[config.mk]
export PLATFORM = sky130hd
export DESIGN_NAME = line_follow_ctrl_flat
export DESIGN_NICKNAME = d
export VERILOG_FILES = /design/src/rtl/line_follow_pkg.sv /design/src/rtl/line_follow_ctrl_if.sv /design/src/rtl/line_sensor_classifier.sv /design/src/rtl/line_follow_ctrl.sv /design/src/flat_wrapper.sv
export SDC_FILE = /design/constraint.sdc
export NUM_CORES = 1
export LEC_CHECK = 0
export CAP_MARGIN = 15
export CORE_MARGIN = 4
export CORE_UTILIZATION = 55
export DETAILED_ROUTE_END_ITERATION = 16
export PLACE_DENSITY = 0.8
export SLEW_MARGIN = 20
export SYNTH_ARGS = -nofsm -noshare
export SYNTH_HDL_FRONTEND = slang
export SYNTH_SLANG_ARGS = --single-unit
[constraint.sdc]
create_clock -name clock -period 6.71 [get_ports clock]
set_clock_uncertainty 0.1 [all_clocks]
set_input_delay 0.671 -clock clock [delete_from_list [all_inputs] [get_ports clock]]
set_output_delay 0.671 -clock clock [all_outputs]
set_load 0.03 [all_outputs]
[src/rtl/line_follow_pkg.sv]
// Shared types for the line-following controller: FSM states, turn command codes and
// sensor classification.
package line_follow_pkg;

    typedef enum logic [3:0] {
        StIdle,
        StSettle,
        StFollow,
        StSteerL,
        StSteerR,
        StNode,
        StDecide,
        StTurnL,
        StTurnR,
        StLost,
        StHalt
    } state_e;

    typedef enum logic [2:0] {
        ClsCenter,
        ClsLeft,
        ClsRight,
        ClsNone,
        ClsNode
    } cls_e;

    localparam logic [2:0] DirLeft     = 3'd0;
    localparam logic [2:0] DirRight    = 3'd1;
    localparam logic [2:0] DirStraight = 3'd2;
    localparam logic [2:0] DirStop     = 3'd3;

endpackage

[src/rtl/line_follow_ctrl_if.sv]
// Turn-command handshake between the node planner (master) and the controller (slave).
interface line_follow_ctrl_if;
    logic [2:0] dir_cmd;
    logic       dir_valid;
    logic       dir_ready;

    modport master (output dir_cmd, output dir_valid, input dir_ready);
    modport slave  (input dir_cmd, input dir_valid, output dir_ready);
endinterface

[src/rtl/line_sensor_classifier.sv]
// Registers the packed reflectance samples and classifies them (1-cycle latency).
module line_sensor_classifier
    import line_follow_pkg::*;
#(
    parameter int unsigned NUM_SENSORS = 3,
    parameter int unsigned ADC_W       = 12,
    parameter int unsigned LINE_TH     = 250,
    parameter int unsigned NODE_TH     = 950
) (
    input  logic                         clock,
    input  logic                         reset,
    input  logic [NUM_SENSORS*ADC_W-1:0] adc_data,
    output cls_e                         cls
);

    localparam int unsigned Mid = NUM_SENSORS / 2;
    localparam logic [ADC_W-1:0] LineTh = ADC_W'(LINE_TH);
    localparam logic [ADC_W-1:0] NodeTh = ADC_W'(NODE_TH);

    logic [NUM_SENSORS*ADC_W-1:0] samples_q;
    logic node_seen, left_any, right_any, mid_bit;

    always_ff @(posedge clock) begin
        if (reset) samples_q <= '0;
        else       samples_q <= adc_data;
    end

    always_comb begin
        node_seen = 1'b0;
        left_any  = 1'b0;
        right_any = 1'b0;
        mid_bit   = 1'b0;
        for (int unsigned i = 0; i < NUM_SENSORS; i++) begin
            if (samples_q[i*ADC_W +: ADC_W] > NodeTh) node_seen = 1'b1;
            if (samples_q[i*ADC_W +: ADC_W] > LineTh) begin
                if (i < Mid)      left_any  = 1'b1;
                else if (i > Mid) right_any = 1'b1;
                else              mid_bit   = 1'b1;
            end
        end
    end

    // Line on both sides of centre is treated as centred.
    always_comb begin
        if (node_seen)                                cls = ClsNode;
        else if (left_any && !right_any)              cls = ClsLeft;
        else if (right_any && !left_any)              cls = ClsRight;
        else if (!mid_bit && !left_any && !right_any) cls = ClsNone;
        else                                          cls = ClsCenter;
    end

endmodule

[src/rtl/line_follow_ctrl.sv]
// Line-following controller: follows the line, stops at nodes for a planner command,
// recovers a lost line within a bounded spin and drives registered motor duties.
module line_follow_ctrl
    import line_follow_pkg::*;
#(
    parameter int unsigned NUM_SENSORS = 3,
    parameter int unsigned ADC_W       = 12,
    parameter int unsigned LINE_TH     = 250,
    parameter int unsigned NODE_TH     = 950,
    parameter int unsigned SETTLE_CYC  = 2000000,
    parameter int unsigned HOLDOFF_CYC = 100000,
    parameter int unsigned LOST_CYC    = 10000000,
    parameter int unsigned DUTY_W      = 4,
    parameter int unsigned DUTY_FAST   = 7,
    parameter int unsigned DUTY_SLOW   = 5,
    parameter int unsigned DUTY_TURN   = 6
) (
    input  logic                         clock,
    input  logic                         reset,
    input  logic                         enable,
    input  logic                         slow_mode,
    input  logic [NUM_SENSORS*ADC_W-1:0] adc_data,
    line_follow_ctrl_if.slave            dir_bus,
    output logic [DUTY_W-1:0]            mla,
    output logic [DUTY_W-1:0]            mlb,
    output logic [DUTY_W-1:0]            mra,
    output logic [DUTY_W-1:0]            mrb,
    output logic                         node_pulse,
    output logic [7:0]                   node_count,
    output logic                         fault,
    output logic                         halted
);

    localparam int unsigned CntMax = (LOST_CYC > SETTLE_CYC) ? LOST_CYC : SETTLE_CYC;
    localparam int unsigned CntW   = $clog2(CntMax + 1);
    localparam int unsigned HoldW  = $clog2(HOLDOFF_CYC + 1);
    localparam logic [CntW-1:0]   SettleLast = CntW'(SETTLE_CYC - 1);
    localparam logic [CntW-1:0]   LostLast   = CntW'(LOST_CYC - 1);
    localparam logic [CntW-1:0]   CntSat     = CntW'(CntMax);
    localparam logic [HoldW-1:0]  HoldMax    = HoldW'(HOLDOFF_CYC);
    localparam logic [DUTY_W-1:0] DutyFast   = DUTY_W'(DUTY_FAST);
    localparam logic [DUTY_W-1:0] DutySlow   = DUTY_W'(DUTY_SLOW);
    localparam logic [DUTY_W-1:0] DutyTurn   = DUTY_W'(DUTY_TURN);

    cls_e cls;

    line_sensor_classifier #(
        .NUM_SENSORS (NUM_SENSORS),
        .ADC_W       (ADC_W),
        .LINE_TH     (LINE_TH),
        .NODE_TH     (NODE_TH)
    ) u_classifier (
        .clock    (clock),
        .reset    (reset),
        .adc_data (adc_data),
        .cls      (cls)
    );

    state_e state_q, state_d, target_q, target_d, settle_tgt;
    logic [CntW-1:0]   cnt_q, cnt_d;
    logic [HoldW-1:0]  holdoff_q, holdoff_d;
    logic [7:0]        node_count_q;
    logic              fault_q, fault_d, enable_q, dir_ready_q;
    logic              settle_req, node_ok, node_entry;
    logic [DUTY_W-1:0] mla_d, mlb_d, mra_d, mrb_d;
    logic [DUTY_W-1:0] mla_q, mlb_q, mra_q, mrb_q;
    logic              node_pulse_q, halted_q;

    assign node_ok    = (cls == ClsNode) && (holdoff_q == HoldMax);
    assign node_entry = (state_d == StNode) && (state_q != StNode);

    always_comb begin
        state_d    = state_q;
        target_d   = target_q;
        fault_d    = fault_q;
        settle_req = 1'b0;
        settle_tgt = StFollow;
        unique case (state_q)
            StIdle:   if (enable) settle_req = 1'b1;
            StSettle: if (cnt_q == SettleLast) state_d = target_q;
            StFollow: begin
                if (node_ok) state_d = StNode;
                else if (cls == ClsLeft) begin
                    settle_req = 1'b1;
                    settle_tgt = StSteerL;
                end else if (cls == ClsRight) begin
                    settle_req = 1'b1;
                    settle_tgt = StSteerR;
                end else if (cls == ClsNone) state_d = StLost;
            end
            StSteerL, StSteerR: begin
                if (node_ok)                 state_d    = StNode;
                else if (cls == ClsCenter)   settle_req = 1'b1;
            end
            StNode: if (cls == ClsCenter || cls == ClsNone) state_d = StDecide;
            StDecide: begin
                if (dir_bus.dir_valid && dir_ready_q) begin
                    case (dir_bus.dir_cmd)
                        DirLeft:  state_d = StTurnL;
                        DirRight: state_d = StTurnR;
                        DirStop:  state_d = StHalt;
                        default:  state_d = StFollow;
                    endcase
                end
            end
            StTurnL, StTurnR: if (cnt_q >= SettleLast && cls == ClsCenter) settle_req = 1'b1;
            StLost: begin
                if (cls != ClsNone) settle_req = 1'b1;
                else if (cnt_q == LostLast) begin
                    state_d = StHalt;
                    fault_d = 1'b1;
                end
            end
            StHalt: begin
                if (enable && !enable_q) begin
                    state_d = StIdle;
                    fault_d = 1'b0;
                end
            end
            default: state_d = StIdle;
        endcase

        // Pause with motors off before a new motion, unless it is the motion already running.
        if (settle_req) begin
            if (settle_tgt == state_q) state_d = settle_tgt;
            else begin
                state_d  = StSettle;
                target_d = settle_tgt;
            end
        end

        if (!enable && state_q != StIdle && state_q != StHalt) state_d = StHalt;
    end

    always_comb begin
        cnt_d = cnt_q;
        if (state_d != state_q)  cnt_d = '0;
        else if (cnt_q != CntSat) cnt_d = cnt_q + CntW'(1);
        holdoff_d = holdoff_q;
        if (node_entry)              holdoff_d = '0;
        else if (holdoff_q != HoldMax) holdoff_d = holdoff_q + HoldW'(1);
    end

    // Duties follow the next state so a transition and its drive appear together.
    always_comb begin
        mla_d = '0;
        mlb_d = '0;
        mra_d = '0;
        mrb_d = '0;
        unique case (state_d)
            StFollow: begin
                mla_d = slow_mode ? DutySlow : DutyFast;
                mra_d = slow_mode ? DutySlow : DutyFast;
            end
            StSteerL, StTurnL, StLost: begin
                mlb_d = DutyTurn;
                mra_d = DutyTurn;
            end
            StSteerR, StTurnR: begin
                mla_d = DutyTurn;
                mrb_d = DutyTurn;
            end
            StNode: begin
                mla_d = DutyTurn;
                mra_d = DutyTurn;
            end
            default: ;
        endcase
    end

    always_ff @(posedge clock) begin
        if (reset) begin
            state_q      <= StIdle;
            target_q     <= StIdle;
            cnt_q        <= '0;
            holdoff_q    <= HoldMax;
            node_count_q <= '0;
            fault_q      <= 1'b0;
            enable_q     <= 1'b0;
            dir_ready_q  <= 1'b0;
            node_pulse_q <= 1'b0;
            halted_q     <= 1'b0;
            mla_q        <= '0;
            mlb_q        <= '0;
            mra_q        <= '0;
            mrb_q        <= '0;
        end else begin
            state_q      <= state_d;
            target_q     <= target_d;
            cnt_q        <= cnt_d;
            holdoff_q    <= holdoff_d;
            node_count_q <= node_entry ? node_count_q + 8'd1 : node_count_q;
            fault_q      <= fault_d;
            enable_q     <= enable;
            dir_ready_q  <= (state_d == StDecide);
            node_pulse_q <= node_entry;
            halted_q     <= (state_d == StHalt);
            mla_q        <= mla_d;
            mlb_q        <= mlb_d;
            mra_q        <= mra_d;
            mrb_q        <= mrb_d;
        end
    end

    assign dir_bus.dir_ready = dir_ready_q;
    assign mla               = mla_q;
    assign mlb               = mlb_q;
    assign mra               = mra_q;
    assign mrb               = mrb_q;
    assign node_pulse        = node_pulse_q;
    assign node_count        = node_count_q;
    assign fault             = fault_q;
    assign halted            = halted_q;

endmodule
[src/flat_wrapper.sv]
// flat-port wrapper written by rule: the top's interface ports become plain ports
module line_follow_ctrl_flat import line_follow_pkg::*;
#(
    parameter int unsigned NUM_SENSORS = 3,
    parameter int unsigned ADC_W       = 12,
    parameter int unsigned LINE_TH     = 250,
    parameter int unsigned NODE_TH     = 950,
    parameter int unsigned SETTLE_CYC  = 2000000,
    parameter int unsigned HOLDOFF_CYC = 100000,
    parameter int unsigned LOST_CYC    = 10000000,
    parameter int unsigned DUTY_W      = 4,
    parameter int unsigned DUTY_FAST   = 7,
    parameter int unsigned DUTY_SLOW   = 5,
    parameter int unsigned DUTY_TURN   = 6
)
  (clock, reset, enable, slow_mode, adc_data, mla, mlb, mra, mrb, node_pulse, node_count, fault, halted, dir_bus_dir_cmd, dir_bus_dir_valid, dir_bus_dir_ready);
  line_follow_ctrl_if dir_bus_i ();
  input  logic clock;
  input  logic reset;
  input  logic enable;
  input  logic slow_mode;
  input  logic [NUM_SENSORS*ADC_W-1:0] adc_data;
  output logic [DUTY_W-1:0] mla;
  output logic [DUTY_W-1:0] mlb;
  output logic [DUTY_W-1:0] mra;
  output logic [DUTY_W-1:0] mrb;
  output logic node_pulse;
  output logic [7:0] node_count;
  output logic fault;
  output logic halted;
  input wire logic [$bits(dir_bus_i.dir_cmd)-1:0] dir_bus_dir_cmd;
  input wire logic [$bits(dir_bus_i.dir_valid)-1:0] dir_bus_dir_valid;
  output wire logic [$bits(dir_bus_i.dir_ready)-1:0] dir_bus_dir_ready;
  assign dir_bus_i.dir_cmd = dir_bus_dir_cmd;
  assign dir_bus_i.dir_valid = dir_bus_dir_valid;
  assign dir_bus_dir_ready = dir_bus_i.dir_ready;
  line_follow_ctrl #(.NUM_SENSORS(NUM_SENSORS), .ADC_W(ADC_W), .LINE_TH(LINE_TH), .NODE_TH(NODE_TH), .SETTLE_CYC(SETTLE_CYC), .HOLDOFF_CYC(HOLDOFF_CYC), .LOST_CYC(LOST_CYC), .DUTY_W(DUTY_W), .DUTY_FAST(DUTY_FAST), .DUTY_SLOW(DUTY_SLOW), .DUTY_TURN(DUTY_TURN)) u_core (.clock(clock), .reset(reset), .enable(enable), .slow_mode(slow_mode), .adc_data(adc_data), .dir_bus(dir_bus_i), .mla(mla), .mlb(mlb), .mra(mra), .mrb(mrb), .node_pulse(node_pulse), .node_count(node_count), .fault(fault), .halted(halted));
endmodule
==> impl_metrics.env <==
export IMPL_antenna_left=0
export IMPL_grt_pass1_vias=4066
export IMPL_hold_ws_ns=0.380
export IMPL_status="completed"
export IMPL_syn_inst=572
export IMPL_worst_slew_pin_slew_ns=0.821
export IMPL_post_cts_buffers=0
export IMPL_cp_slowest_stage_delay_ns=0.89
export IMPL_min_to="u_core.fault$_SDFFE_PP0P_"
export IMPL_cts_max_level=3
export IMPL_synth_edf_count=0
export IMPL_r2r_start="u_core.state_q[1]$_SDFF_PP0_"
export IMPL_slew_headroom_pct=43.9
export IMPL_synth_area_top_cells="dfxtp_1 (40%), nor2b_1 (4.7%), nor4_2 (4.5%), xor2_1 (3.5%), xnor2_1 (3.1%)"
export IMPL_postCtsHoldBufs=0
export IMPL_r2r_end="u_core.holdoff_q[5]$_SDFFE_PP1P_"
export IMPL_grt_use_total_pct=19.6
export IMPL_clock_root_buffer="clkbuf_8"
export IMPL_setup_tns_ns=0
export IMPL_core_um2=9280
export IMPL_layout_common_cells="dfxtp_1 (105), clkdlybuf4s50_1 (64), nor2b_1 (40), nor2_1 (33), nand3_1 (32)"
export IMPL_cts_tree="built"
export IMPL_r2r_cells=8
export IMPL_synth_flop_cell="dfxtp_1"
export IMPL_grt_first_pass_wirelength_mm=18.5
export IMPL_finalSetupViolCount=0
export IMPL_synth_seq_cells=105
export IMPL_io_buffer_count=65
export IMPL_clock_sinks=105
export IMPL_stdcell_count=756
export IMPL_die_area_um2=11200
export IMPL_area_growth_pct=15.6
export IMPL_fin_crit_sh_pct=52.4
export IMPL_antenna_cells=0
export IMPL_hold_depth=2
export IMPL_path_buf_inv=0
export IMPL_layout_nets=671
export IMPL_power_leakage_nw=1.98
export IMPL_yosysSeqAreaShare_pct=39.8
export IMPL_antenna_found_initial=0
export IMPL_placementRows=35
export IMPL_grt_max_degree=75
export IMPL_fin_crit_ns=3.51
export IMPL_wl_per_cell_um=14.3
export IMPL_combinationalPowerShare_pct=36.6
export IMPL_die_h_um=106
export IMPL_rsz0062_at_grt="no"
export IMPL_fillers=764
export IMPL_max_freq_mhz=285
export IMPL_endpoint_kind="register"
export IMPL_arrival_ns=3.65
export IMPL_path_max_fanout=23
export IMPL_power_mw=1.73
export IMPL_routedLengthMet1_mm=5.06
export IMPL_async_flop_share_pct=0
export IMPL_drc=0
export IMPL_hp_start="u_core.fault$_SDFFE_PP0P_"
export IMPL_synth_warnings=0
export IMPL_grt_overflow_total=0
export IMPL_wl_met2_mm=5.01
export IMPL_regToRegSetupSlack_ns=3.20
export IMPL_hold_path_class="register to register"
export IMPL_yosys_area_top_type_share_pct=39.8
export IMPL_p_clk_share_pct=21.6
export IMPL_final_common_cell="dfxtp_1"
export IMPL_routed_top_layer="met4"
export IMPL_clockBufferDepth=2
export IMPL_slew_viol_final=0
export IMPL_io_pin_count=72
export IMPL_insertion_delay_ns=0.37
export IMPL_p_int_mw=1.04
export IMPL_ctsResizeCount=0
export IMPL_ir_worst_vdd_v=0.000194
export IMPL_drtIter0Drc=271
export IMPL_clkTransAtPathRegs_ns=0.10
export IMPL_dpl_cell_area_um2=5920
export IMPL_pwr_share_seq_pct=41.8
export IMPL_hold_viol_final=0
export IMPL_initial_core_util_pct=56.9
export IMPL_layout_drive_gt1_share_pct=12.0
export IMPL_met3WireLength_um=617
export IMPL_viasPerCell=5.67
export IMPL_cp_start_kind="register"
export IMPL_final_cell_area_um2=6110
export IMPL_crit_family="compound AO/OA/AOI/OAI gates"
export IMPL_max_cap_violations=0
export IMPL_wl_mm=10.8
export IMPL_syn_avg_cell_area_um2=9.24
export IMPL_vias=4287
export IMPL_critPathSlowestCell="dfxtp_1"
export IMPL_numCtsBuffers=9
export IMPL_ys_types=80
export IMPL_syn_area_um2=5290
export IMPL_dp_hpwl_mm=7.89
export IMPL_cp_required_ns=6.84
export IMPL_synth_largest_area_cell="dfxtp_1"
export IMPL_cp_cell_sequence="nor3b_1, a21oi_2, nor2_1, o41a_1, a41oi_2, nand3b_4, nor2_2, o21bai_1"
export IMPL_critPathKind="register to register"
export IMPL_gp_congestion=0.917
export IMPL_place_inst=740
export IMPL_die_w_um=106
export IMPL_power_net_switching_mw=0.692
export IMPL_sw_frac_of_total_pct=40.0
export IMPL_drt_first_pass_iters=4
export IMPL_powerDensity_nw_per_um2=283
==> synth_stat cells, drive strengths merged, types with 2 or more instances <==
cell type	count
a211oi	3
buf	25
or4	7
xor2	21
o31a	3
and4	3
and2	7
a21boi	2
o22ai	3
mux2	2
o21bai	6
a21oi	27
nand2	28
nor4b	3
clkbuf	9
nor2b	40
o31ai	7
a41oi	2
o21ai	13
ha	5
and3	7
inv	20
nor4	36
a2111oi	2
a32oi	2
a31oi	6
xnor2	20
nor2	34
o211ai	3
dfxtp	105
nand3	32
or2	3
nor3b	2
nand4b	2
nor3	30
nand4	18
a211o	2
nand2b	7
o41ai	3
or3	5
==> worst max path at each step <==
stage | startpoint | to | cells past startpoint
3_3_place_gp | u_core.state_q[1]$_SDFF_PP0_ | u_core.holdoff_q[16]$_SDFFE_PP1P_ | 8
5_1_grt | u_core.state_q[1]$_SDFF_PP0_ | u_core.holdoff_q[16]$_SDFFE_PP1P_ | 8
3_5_place_dp | u_core.state_q[1]$_SDFF_PP0_ | u_core.holdoff_q[10]$_SDFFE_PP1P_ | 8
2_1_floorplan | u_core.cnt_q[0]$_SDFFE_PP0P_ | u_core.node_count[7]$_SDFFE_PP0P_ | 10
4_1_cts | u_core.state_q[1]$_SDFF_PP0_ | u_core.holdoff_q[5]$_SDFFE_PP1P_ | 8
6_report | u_core.state_q[1]$_SDFF_PP0_ | u_core.holdoff_q[5]$_SDFFE_PP1P_ | 8
==> power groups by stage <==
stage	Combinational, mW	Clock (mW)	Sequential, mW
finish	0.634	0.373	0.723
detailed placement	0.625	0	0.735
global route	0.691	0.404	0.729
CTS	0.630	0.383	0.720
floorplan	0.526	0	0.729
global placement	0.613	0	0.732
==> registers in the layout, indices dropped and copies added, names as in the netlist, 3 cells and up <==
signal,flops
u_core.mla,3
u_core.state_q,4
u_core.holdoff_q,17
u_core.target_q,3
u_core.mra,3
u_core.cnt_q,24
u_core.node_count,8
u_core.u_classifier.samples_q,36
==> stage by stage <==
stage               worst slack, ns  utilization, %
finish                         3.20            65.8
global route                   2.94            65.8
CTS                            2.94            65.8
detailed placement             2.96            63.7
global placement               3.10            63.7
floorplan                      4.03               -
==> worst min-delay path, stage by stage (launching register included) <==
cell	delay (ns)
dfxtp_1	0.33
o41ai_1	0.05
a21oi_1	0.06
==> per-layer routing <==
metal,global-route usage (%),up-vias
li1,-,2163
met1,26.9,1974
met2,31.4,136
met3,3.76,14
met4,6.11,0
met5,0,-
==> kinds of logic after synthesis <==
logic type | share of synthesized area [%]
flops | 39.8
xor+xnor | 6.94
compound gates | 12.8
other cells | 0.0709
simple gates | 33.1
fa+ha+maj | 1.18
mux | 0.615
buf+inv | 5.54
==> area by class of cell <==
cell class	count	area, µm²	share of cell area, %
Inverter	20	75.1	1.23
Sequential cell	105	2100	34.4
Timing Repair Buffer	68	668	10.9
Clock inverter	6	60.1	0.983
Multi-Input combinational cell	418	2920	47.7
Clock buffer	10	128	2.09
Tap cell	129	161	2.64
(Power assumes the default switching activity.)
